<file path="config.mk">
export PLATFORM = sky130hd
export DESIGN_NAME = instruction_fetch_unit
export DESIGN_NICKNAME = d
export VERILOG_FILES = /design/src/rtl/instruction_fetch_unit_pkg.sv /design/src/rtl/instruction_fetch_unit_fetch_pc_reg.sv /design/src/rtl/instruction_fetch_unit.sv
export SDC_FILE = /design/constraint.sdc
export NUM_CORES = 1
export LEC_CHECK = 0
export CAP_MARGIN = 20
export CORE_UTILIZATION = 30
export DETAILED_ROUTE_END_ITERATION = 12
export SLEW_MARGIN = 10
export SYNTH_ARGS = -nofsm -noshare
export SYNTH_HDL_FRONTEND = slang
export SYNTH_SLANG_ARGS = --single-unit
</file>
<file path="constraint.sdc">
create_clock -name clk -period 5.4 [get_ports clk]
set_input_delay 1.08 -clock clk [delete_from_list [all_inputs] [get_ports clk]]
set_output_delay 1.08 -clock clk [all_outputs]
set_load 0.005 [all_outputs]
</file>
<file path="src/rtl/instruction_fetch_unit_pkg.sv">
// Shared definitions for the fetch stage, instruction memory and decode.
// Holds the fetch FSM state encoding, bus-width defaults, the halt encoding
// and a saturating counter helper.
package instruction_fetch_unit_pkg;

  localparam int unsigned DEF_ADDR_WIDTH = 16;
  localparam int unsigned DEF_INST_WIDTH = 32;
  localparam int unsigned DEF_MEM_DEPTH  = 256;
  localparam int unsigned COUNT_WIDTH    = 16;

  localparam logic [31:0] DEF_HALT_WORD = 32'hFFFF_FFFF;

  typedef enum logic [1:0] {
    ST_BOOT   = 2'd0,
    ST_FETCH  = 2'd1,
    ST_HALTED = 2'd2
  } fetch_state_e;

  // Increment that sticks at all-ones instead of wrapping.
  function automatic logic [COUNT_WIDTH-1:0] sat_inc(input logic [COUNT_WIDTH-1:0] v);
    return (&v) ? v : v + COUNT_WIDTH'(1);
  endfunction

endpackage

</file>
<file path="src/rtl/instruction_fetch_unit_fetch_pc_reg.sv">
// Program counter register for the fetch stage.
// Ports:
//   clk, reset      - clock, synchronous active-high reset
//   advance         - step the PC by one word (wraps at ADDR_WIDTH)
//   redirect_valid  - load redirect_pc; wins over advance
//   redirect_pc     - redirect target
//   pc              - current PC
module fetch_pc_reg #(
  parameter int unsigned           ADDR_WIDTH = 16,
  parameter logic [ADDR_WIDTH-1:0] RESET_PC   = ADDR_WIDTH'(0)
) (
  input  logic                  clk,
  input  logic                  reset,
  input  logic                  advance,
  input  logic                  redirect_valid,
  input  logic [ADDR_WIDTH-1:0] redirect_pc,
  output logic [ADDR_WIDTH-1:0] pc
);

  // Reset > redirect > advance > hold.
  always_ff @(posedge clk) begin
    if (reset) begin
      pc <= RESET_PC;
    end else if (redirect_valid) begin
      pc <= redirect_pc;
    end else if (advance) begin
      pc <= pc + ADDR_WIDTH'(1);
    end
  end

endmodule

</file>
<file path="src/rtl/instruction_fetch_unit.sv">
// Fetch stage: drives the PC into a zero-latency instruction memory, captures
// the returned word into an instruction register and hands it to decode with
// a valid/ready handshake. Supports redirect, halt on HALT_WORD and
// backpressure.
// Optional: define FETCH_BOUNDS_CHECK_EN to suppress loads from pc >= MEM_DEPTH,
// raising a sticky fetch_fault and halting instead.
// Ports:
//   clk, reset                   - clock, synchronous active-high reset
//   inst_address / read_data     - memory read port (combinational)
//   instr, instr_pc, instr_valid - held instruction to decode
//   instr_ready                  - decode accepts the held instruction
//   redirect_valid, redirect_pc  - load new PC and flush held instruction
//   halted                       - fetch stopped
//   fetch_count                  - saturating count of loaded instructions
//   fetch_fault                  - sticky out-of-range fault
module instruction_fetch_unit
  import instruction_fetch_unit_pkg::*;
#(
  parameter int unsigned           ADDR_WIDTH = DEF_ADDR_WIDTH,
  parameter int unsigned           INST_WIDTH = DEF_INST_WIDTH,
  parameter logic [ADDR_WIDTH-1:0] RESET_PC   = ADDR_WIDTH'(0),
  parameter int unsigned           MEM_DEPTH  = DEF_MEM_DEPTH,
  parameter logic [INST_WIDTH-1:0] HALT_WORD  = INST_WIDTH'(DEF_HALT_WORD)
) (
  input  logic                   clk,
  input  logic                   reset,
  output logic [ADDR_WIDTH-1:0]  inst_address,
  input  logic [INST_WIDTH-1:0]  read_data,
  output logic [INST_WIDTH-1:0]  instr,
  output logic [ADDR_WIDTH-1:0]  instr_pc,
  output logic                   instr_valid,
  input  logic                   instr_ready,
  input  logic                   redirect_valid,
  input  logic [ADDR_WIDTH-1:0]  redirect_pc,
  output logic                   halted,
  output logic [COUNT_WIDTH-1:0] fetch_count,
  output logic                   fetch_fault
);

  // Elaboration-time sanity check on the implemented memory size.
  if (MEM_DEPTH == 0) begin : g_bad_mem_depth
    $error("instruction_fetch_unit: MEM_DEPTH must be nonzero");
  end

  fetch_state_e          state;
  fetch_state_e          state_next;
  logic [ADDR_WIDTH-1:0] pc;
  logic                  want_load;
  logic                  load;
  logic                  halt_hit;
  logic                  fault_hit;

  // PC register; it holds on a halt word so halted fetch parks on it.
  fetch_pc_reg #(
    .ADDR_WIDTH (ADDR_WIDTH),
    .RESET_PC   (RESET_PC)
  ) u_pc (
    .clk            (clk),
    .reset          (reset),
    .advance        (load && !halt_hit),
    .redirect_valid (redirect_valid),
    .redirect_pc    (redirect_pc),
    .pc             (pc)
  );

  assign inst_address = pc;
  assign halted       = (state == ST_HALTED);

`ifdef FETCH_BOUNDS_CHECK_EN
  logic out_of_range;
  assign out_of_range = (32'(pc) >= 32'(MEM_DEPTH));
`endif

  // FSM state register.
  always_ff @(posedge clk) begin
    if (reset) begin
      state <= ST_BOOT;
    end else begin
      state <= state_next;
    end
  end

  // FSM next state; a redirect always resumes fetching.
  always_comb begin
    state_next = state;
    if (redirect_valid) begin
      state_next = ST_FETCH;
    end else begin
      case (state)
        ST_BOOT:   state_next = ST_FETCH;
        ST_FETCH:  if (halt_hit || fault_hit) state_next = ST_HALTED;
        ST_HALTED: state_next = ST_HALTED;
        default:   state_next = ST_BOOT;
      endcase
    end
  end

  // FSM outputs: load only when the instruction slot is free or being drained.
  always_comb begin
    want_load = 1'b0;
    load      = 1'b0;
    halt_hit  = 1'b0;
    fault_hit = 1'b0;
    want_load = (state == ST_FETCH) && !redirect_valid && (!instr_valid || instr_ready);
`ifdef FETCH_BOUNDS_CHECK_EN
    load      = want_load && !out_of_range;
    fault_hit = want_load && out_of_range;
`else
    load      = want_load;
`endif
    halt_hit  = load && (read_data == HALT_WORD);
  end

  // Instruction register, valid flag and load counter.
  always_ff @(posedge clk) begin
    if (reset) begin
      instr       <= '0;
      instr_pc    <= '0;
      instr_valid <= 1'b0;
      fetch_count <= '0;
    end else if (redirect_valid) begin
      instr_valid <= 1'b0;
    end else if (load) begin
      instr       <= read_data;
      instr_pc    <= pc;
      instr_valid <= 1'b1;
      fetch_count <= sat_inc(fetch_count);
    end else if (instr_valid && instr_ready) begin
      instr_valid <= 1'b0;
    end
  end

`ifdef FETCH_BOUNDS_CHECK_EN
  // Sticky until reset; redirects do not clear it.
  always_ff @(posedge clk) begin
    if (reset) begin
      fetch_fault <= 1'b0;
    end else if (fault_hit) begin
      fetch_fault <= 1'b1;
    end
  end
`else
  assign fetch_fault = 1'b0;
`endif

endmodule

</file>
==> summary.md, run 1 <==
| Metric | Value |
|---|---|
| Critical path startpoint category | `primary input` |
| Pwr/cell area | `269.8 mW/mm2` |
| Synth warn | `0` |
| Die area | `0.01265 mm2` |
| Final TNS setup | `0 ns` |
| Clk buf depth | `2` |
| Post-Syn Area per Cell | `8.102 um2` |
| Primary FF master, synth | `dfxtp_1` |
| Post-DP Area | `0.005069 mm2` |
| Critical-path cell list | `clkdlybuf4s50_1 -> nor2b_1 -> nand2_2 -> buf_4 -> nor3_1 -> xnor2_1 -> nor2_1` |
| Synth Instances | `452` |
| Final period util | `66.70%` |
| TritonCTS Sinks | `83` |
| Worst R2R Start | `state[1]` |
| ANT cells | `0` |
| WS Path Type | `primary input to flip-flop` |
| # DRC | `0` |
| First-pass GRT wire length | `17.13 mm` |
| Max Freq | `277.6 MHz` |
| I/O pin total | `135` |
| Worst-Skew Late Latency | `0.33 ns` |
| Die Ht | `112.5 um` |
| Area of the mapped netlist | `0.003662 mm2` |
| Final net count | `627` |
| Via density | `5.056` |
| Congestion Overflow GR | `0` |
| Fin crit period | `3.602 ns` |
| Port bufs | `133` |
| EDFF count, synth | `0` |
| WP data arrival | `3.80 ns` |
| Register bit total from synthesis | `83` |
| Crit path max-delay family | `buffers and inverters` |
| WP data required | `5.60 ns` |
| Worst slew margin | `40.73%` |
| CP Launch Point | `redirect_valid` |
| Status | `completed` |
| Post-CTS Setup Inserts | `0` |
| Hold buffers post-CTS | `0` |
| R2R setup slack | `2.86 ns` |
| Total number of vias | `3630` |
| Final-report hold violation count | `0` |
| Fraction of layout cells with a size suffix above 1 | `5.391%` |
| Library cells used by synthesis | `50` |
| CP Depth | `7` |
| Fraction of registers with async set/reset | `0%` |
| Chip Width | `112.5 um` |
| Slew Viols, Final | `0` |
| Core region area | `0.01166 mm2` |
| RSZ-0062 raised after global routing | `no` |
| # Max-Cap Violations | `0` |
| Placer Congestion | `0.8281` |
| VDD IR max | `0.1233 mV` |
| Vias in the first global route | `3408` |
| Clk slew on worst S/H paths | `0.06 ns` |
| Wire length per cell | `14.90 um` |
| Crit path largest cell delay | `0.84 ns` |
| Slew @ Worst Pin | `0.8859 ns` |
| CTS buffer count | `9` |
| Starting density of the core | `31.40%` |
| Hold WC Path Type | `flip-flop to flip-flop` |
| H-tree levels | `3` |
| 1st-iter DRT viols | `158` |
| Place WS | `1.423 ns` |
| Initial antenna violation count | `0` |
| Sequential fraction of the synthesis area | `45.37%` |
| Post-CTS Resized | `0` |
| Antenna-violating nets left | `0` |
| WL final | `10.70 mm` |
| Fill count | `1167` |
| Path depth of the worst reg2reg path | `8` |
| Final worst setup slack | `1.798 ns` |
| Critical path buffer and inverter count | `2` |
| Detailed Place HPWL | `7.676 mm` |
| CTS Root Buffer Type | `clkbuf_16` |
| Reg2reg end | `fetch_count[3]` |
| CP max-delay cell | `clkdlybuf4s50_1` |
| Worst setup path endpoint | `fetch_count[3]` |
| Finish-stage setup viols | `0` |
| Leak | `1.775 nW` |
| Clock Skews | `0.007641 ns` |
| Nature of the critical path endpoint | `flip-flop` |
| CTS tree | `built` |
| First drt pass iteration count | `4` |
| Largest net degree at the start of global routing | `48` |
| GRT Overall Usage | `17.04%` |
| Layout area overhead | `46.09%` |
| Non-Filler Cell Area, Final | `0.005350 mm2` |
| Std cell rows | `39` |
| Syn Nets | `509` |
| Critical path fanouts, max | `47` |
registers in the layout, indices dropped and copies added, names as in the netlist:
| signal | cells |
|---|---|
| state | 2 |
| instr_pc | 16 |
| instr_valid | 1 |
| u_pc.pc | 16 |
| fetch_count | 16 |
| instr | 32 |
logic make-up after synthesis:
| logic type | count (synthesis) | share of synthesized area, % |
|---|---|---|
| xor+xnor | 13 | 3.109 |
| flops | 83 | 45.37 |
| fa+ha+maj | 5 | 1.708 |
| simple gates | 223 | 28.53 |
| mux | 3 | 0.8200 |
| buf+inv | 35 | 4.202 |
| other cells | 1 | 0.1024 |
| compound gates | 89 | 16.16 |
Yosys cell counts (4+ instances only):
cell type | count | area, um2
a211oi_1 | 6 | 45.04
a21oi_1 | 50 | 250.2
a311oi_1 | 4 | 35.03
and4_1 | 7 | 61.31
buf_1 | 5 | 18.77
clkbuf_1 | 18 | 67.56
dfxtp_1 | 83 | 1662
ha_1 | 5 | 62.56
inv_1 | 5 | 18.77
nand2_1 | 112 | 420.4
nand3_1 | 16 | 80.08
nand4_1 | 12 | 75.07
nor2_1 | 32 | 120.1
nor3_1 | 12 | 60.06
nor3b_1 | 4 | 30.03
nor4_1 | 5 | 31.28
xnor2_1 | 9 | 78.83
xor2_1 | 4 | 35.03
metal layers:
metal  global-route usage [%]  vias up  part of all wire [%]
li1                         -     1816                     -
met1                    22.03     1691                    48
met2                    27.74      110                    46
met3                    3.618       13                   5.0
met4                    6.756        0                   1.6
met5                        0        -                     0
worst register-to-register path, stage by stage (launching register included):
cell	delay [ns]
dfxtp_1	0.33
inv_1	0.08
ha_1	0.27
nor2b_1	0.24
nand2_2	0.54
buf_4	0.47
nor3_1	0.28
xnor2_1	0.15
nor2_1	0.05
placed cells by master, fill, tap and decap left out, types with 5 or more instances in the layout:
cell type,n
clkbuf_16,9
ha_1,5
nand2_1,111
nor2_1,31
a211oi_1,6
nand4_1,12
a21oi_1,50
xnor2_1,9
dfxtp_1,83
nor3_1,12
and4_1,7
inv_1,5
nor4_1,5
nand3_1,16
clkdlybuf4s50_1,132
per-stage QoR:
step | std cells | hold slack, ns | utilization (%) | total power, mW
after floorplan | 452 | 0.4515 | - | 0.7580
after global placement | 702 | 0.4413 | 43.46 | 0.8736
after detailed placement | 702 | 0.4457 | 43.46 | 0.8769
after CTS | 718 | 0.4545 | 45.87 | 1.457
after global routing | 718 | 0.4730 | 45.87 | 1.509
final | 718 | 0.4537 | 45.87 | 1.444
worst min path at each step:
stage | start | to | cells after the start
3_5_place_dp | instr[24] | instr[24] | 2
5_1_grt | instr[16] | instr[16] | 2
2_1_floorplan | state[1] | state[1] | 2
6_report | instr_pc[5] | instr_pc[5] | 2
4_1_cts | instr[24] | instr[24] | 2
3_3_place_gp | instr[4] | instr[4] | 2
final cells by class:
class / instances / area, um2 / share of cell area [%]
inverter: 6 / 22.52 / 0.4210
multi-input combinational: 334 / 1857 / 34.71
timing repair buffer: 136 / 1349 / 25.21
sequential: 83 / 1662 / 31.06
clock inverter: 4 / 25.02 / 0.4677
clock buffer: 12 / 256.5 / 4.794
tap: 143 / 178.9 / 3.344
report_power, final:
group	switching, mW	total, mW	internal, mW	leakage, nW
registers	0.0264	0.667	0.640	0.677
clock network	0.246	0.581	0.335	0.135
logic	0.0893	0.196	0.107	0.964
No activity file was read; power rests on OpenSTA's default activity.
==> inputs of run 2 (changes only) <==
==> constraint.sdc (replaced) <==
create_clock -name clk -period 3 [get_ports clk]
set_input_delay 0.6 -clock clk [delete_from_list [all_inputs] [get_ports clk]]
set_output_delay 0.6 -clock clk [all_outputs]
set_load 0.005 [all_outputs]
==> summary.md, run 2 (same netlist as run 1, synthesis figures left out) <==
| Metric | Value |
|---|---|
| Detailed Place HPWL | `7.836 mm (+2.1%)` |
| Critical path startpoint category | `primary input` |
| Die area | `0.01265 mm2 (unchanged)` |
| Wire length per cell | `14.94 um (+0.26%)` |
| Final period util | `78.72%` |
| Commonest non-fill, non-tap cell in the layout | `clkdlybuf4s50_1` |
| Largest register FFs | `32 (unchanged)` |
| CP Launch Point | `read_data[19]` |
| Final Power | `2.952 mW (+100%)` |
| Worst R2R Start | `state[1]` |
| WP data arrival | `2.63 ns (-1.17 ns)` |
| Clock Skews | `0.007767 ns (+0.0001258 ns)` |
| Final-report hold violation count | `0 (unchanged)` |
| VDD IR max | `0.2164 mV (+75%)` |
| Max Freq | `423.5 MHz` |
| Starting density of the core | `31.40% (unchanged)` |
| Finish-stage setup viols | `0 (unchanged)` |
| Final net count | `634 (+1.1%)` |
| CTS Root Buffer Type | `clkbuf_16` |
| Hold WC Path Type | `flip-flop to flip-flop` |
| GRT Overall Usage | `17.52% (+0.48 points)` |
| Via density | `5.017 (-0.77%)` |
| Leak | `1.858 nW (+4.7%)` |
| Chip Width | `112.5 um (unchanged)` |
| Pwr/cell area | `535.8 mW/mm2 (+99%)` |
| First-pass GRT wire length | `17.41 mm (+1.6%)` |
| # Max-Cap Violations | `0 (unchanged)` |
| I/O pin total | `135 (unchanged)` |
| Worst-Skew Late Latency | `0.34 ns (about the same)` |
| Critical path fanouts, max | `10 (-79%)` |
| WP data required | `3.26 ns (-2.34 ns)` |
| CTS buffer count | `9 (unchanged)` |
| Reg with most FFs | `instr` |
| Hold buffers post-CTS | `0 (unchanged)` |
| First drt pass iteration count | `4 (unchanged)` |
| Total number of vias | `3637 (+0.19%)` |
| WL final | `10.83 mm (+1.2%)` |
| Core Util, Final | `47.24% (+1.4 points)` |
| Post-CTS Setup Inserts | `0 (unchanged)` |
| Fill count | `1094 (-6.3%)` |
| Vias in the first global route | `3482 (+2.2%)` |
| H-tree levels | `3 (unchanged)` |
| Path depth of the worst reg2reg path | `8 (unchanged)` |
| Congestion Overflow GR | `0 (unchanged)` |
| WS Path Type | `primary input to flip-flop` |
| Worst slew margin | `46.13% (+5.4 points)` |
| 1st-iter DRT viols | `167 (+5.7%)` |
| Post-CTS Resized | `0 (unchanged)` |
| Status | `completed` |
| CTS tree | `built` |
| Layout area overhead | `50.43%` |
| Area occupied by multi-input gates | `0.001857 mm2 (unchanged)` |
| Port bufs | `133 (unchanged)` |
| Die Ht | `112.5 um (unchanged)` |
| R2R setup slack | `0.94 ns (-1.92 ns)` |
| Core region area | `0.01166 mm2 (unchanged)` |
| Final TNS setup | `0 ns (unchanged)` |
| WHS Path Cells | `2 (unchanged)` |
| Clk buf depth | `2 (unchanged)` |
| Slew @ Worst Pin | `0.8080 ns (-0.07794 ns)` |
| ANT cells | `0 (unchanged)` |
| Worst setup path endpoint | `state[1]` |
| Fin crit period | `2.362 ns` |
| # DRC | `0 (unchanged)` |
| Antenna-violating nets left | `0 (unchanged)` |
| Reg2reg end | `u_pc.pc[3]` |
| Most frequent cells in the layout | `clkdlybuf4s50_1, nand2_1, dfxtp_1` |
| Largest net degree at the start of global routing | `47 (-2.1%)` |
| Initial antenna violation count | `0 (unchanged)` |
| Slew Viols, Final | `0 (unchanged)` |
| TritonCTS Sinks | `83 (unchanged)` |
| Fin Hold WS | `0.4523 ns (-0.001397 ns)` |
| Std cell rows | `39 (unchanged)` |
| Placed cell count | `709 (+1.0%)` |
| Flip-flop and latch area | `0.001662 mm2 (unchanged)` |
| Clk slew on worst S/H paths | `0.06 ns (about the same)` |
| Nature of the critical path endpoint | `flip-flop` |
| Placer Congestion | `0.7817 (-5.6%)` |
| Fraction of layout cells with a size suffix above 1 | `6.701% (+1.3 points)` |
| Non-Filler Instances | `725 (+0.97%)` |
| RSZ-0062 raised after global routing | `no` |
## run 2: cell types whose count changed in the layout (fill, tap and decap cells not counted), sizes merged
cell and change:
buf +7, bufinv +4, clkbuf -2, clkinv -1
clkinvlp -1
## run 2: how the worst min path moves through the flow
stage | start | end | slack (ns)
global placement | instr[11] | instr[11] | 0.44
global route | instr[9] | instr[9] | 0.47
finish | instr[25] | instr[25] | 0.45
detailed placement | instr[25] | instr[25] | 0.45
CTS | instr[25] | instr[25] | 0.45
floorplan | state[1] | state[1] | 0.45
## run 2: routing by layer
layer / vias to the layer above / global-route usage [%] / routed length, um
met5: - / 0 / 0
met3: 12 / 4.536 / 617
met4: 0 / 7.022 / 172
met2: 99 / 28.82 / 4945
li1: 1832 / - / -
met1: 1694 / 21.87 / 5093
## run 2: stage by stage
step | instance area [um2] | setup WS [ns]
finish | 5509 | 0.6385
global route | 5509 | 0.4960
CTS | 5509 | 0.6324
detailed placement | 5134 | 0.2749
global placement | 5134 | 0.3398
floorplan | 3662 | 1.133
## run 2: cell type report
class                   count  area share [%]
well taps                 143           3.248
repair buffers            143           25.66
inverters                   6          0.4088
clock inverters             6           2.476
multi-input cells         334           33.70
flip-flops and latches     83           30.16
clock buffers              10           4.338
## run 2: worst max-delay path: stages
cell and delay (ns):
clkdlybuf4s50_1 0.48, nand4_1 0.11, nor4_2 0.43, nand3_1 0.38, o21ai_0 0.41, mux2i_1 0.22
## run 2: where the power goes
part	leakage [nW]	switching, mW	internal [mW]
sequential	0.677	0.0467	1.15
clock	0.179	0.464	0.922
combinational	1.00	0.166	0.201
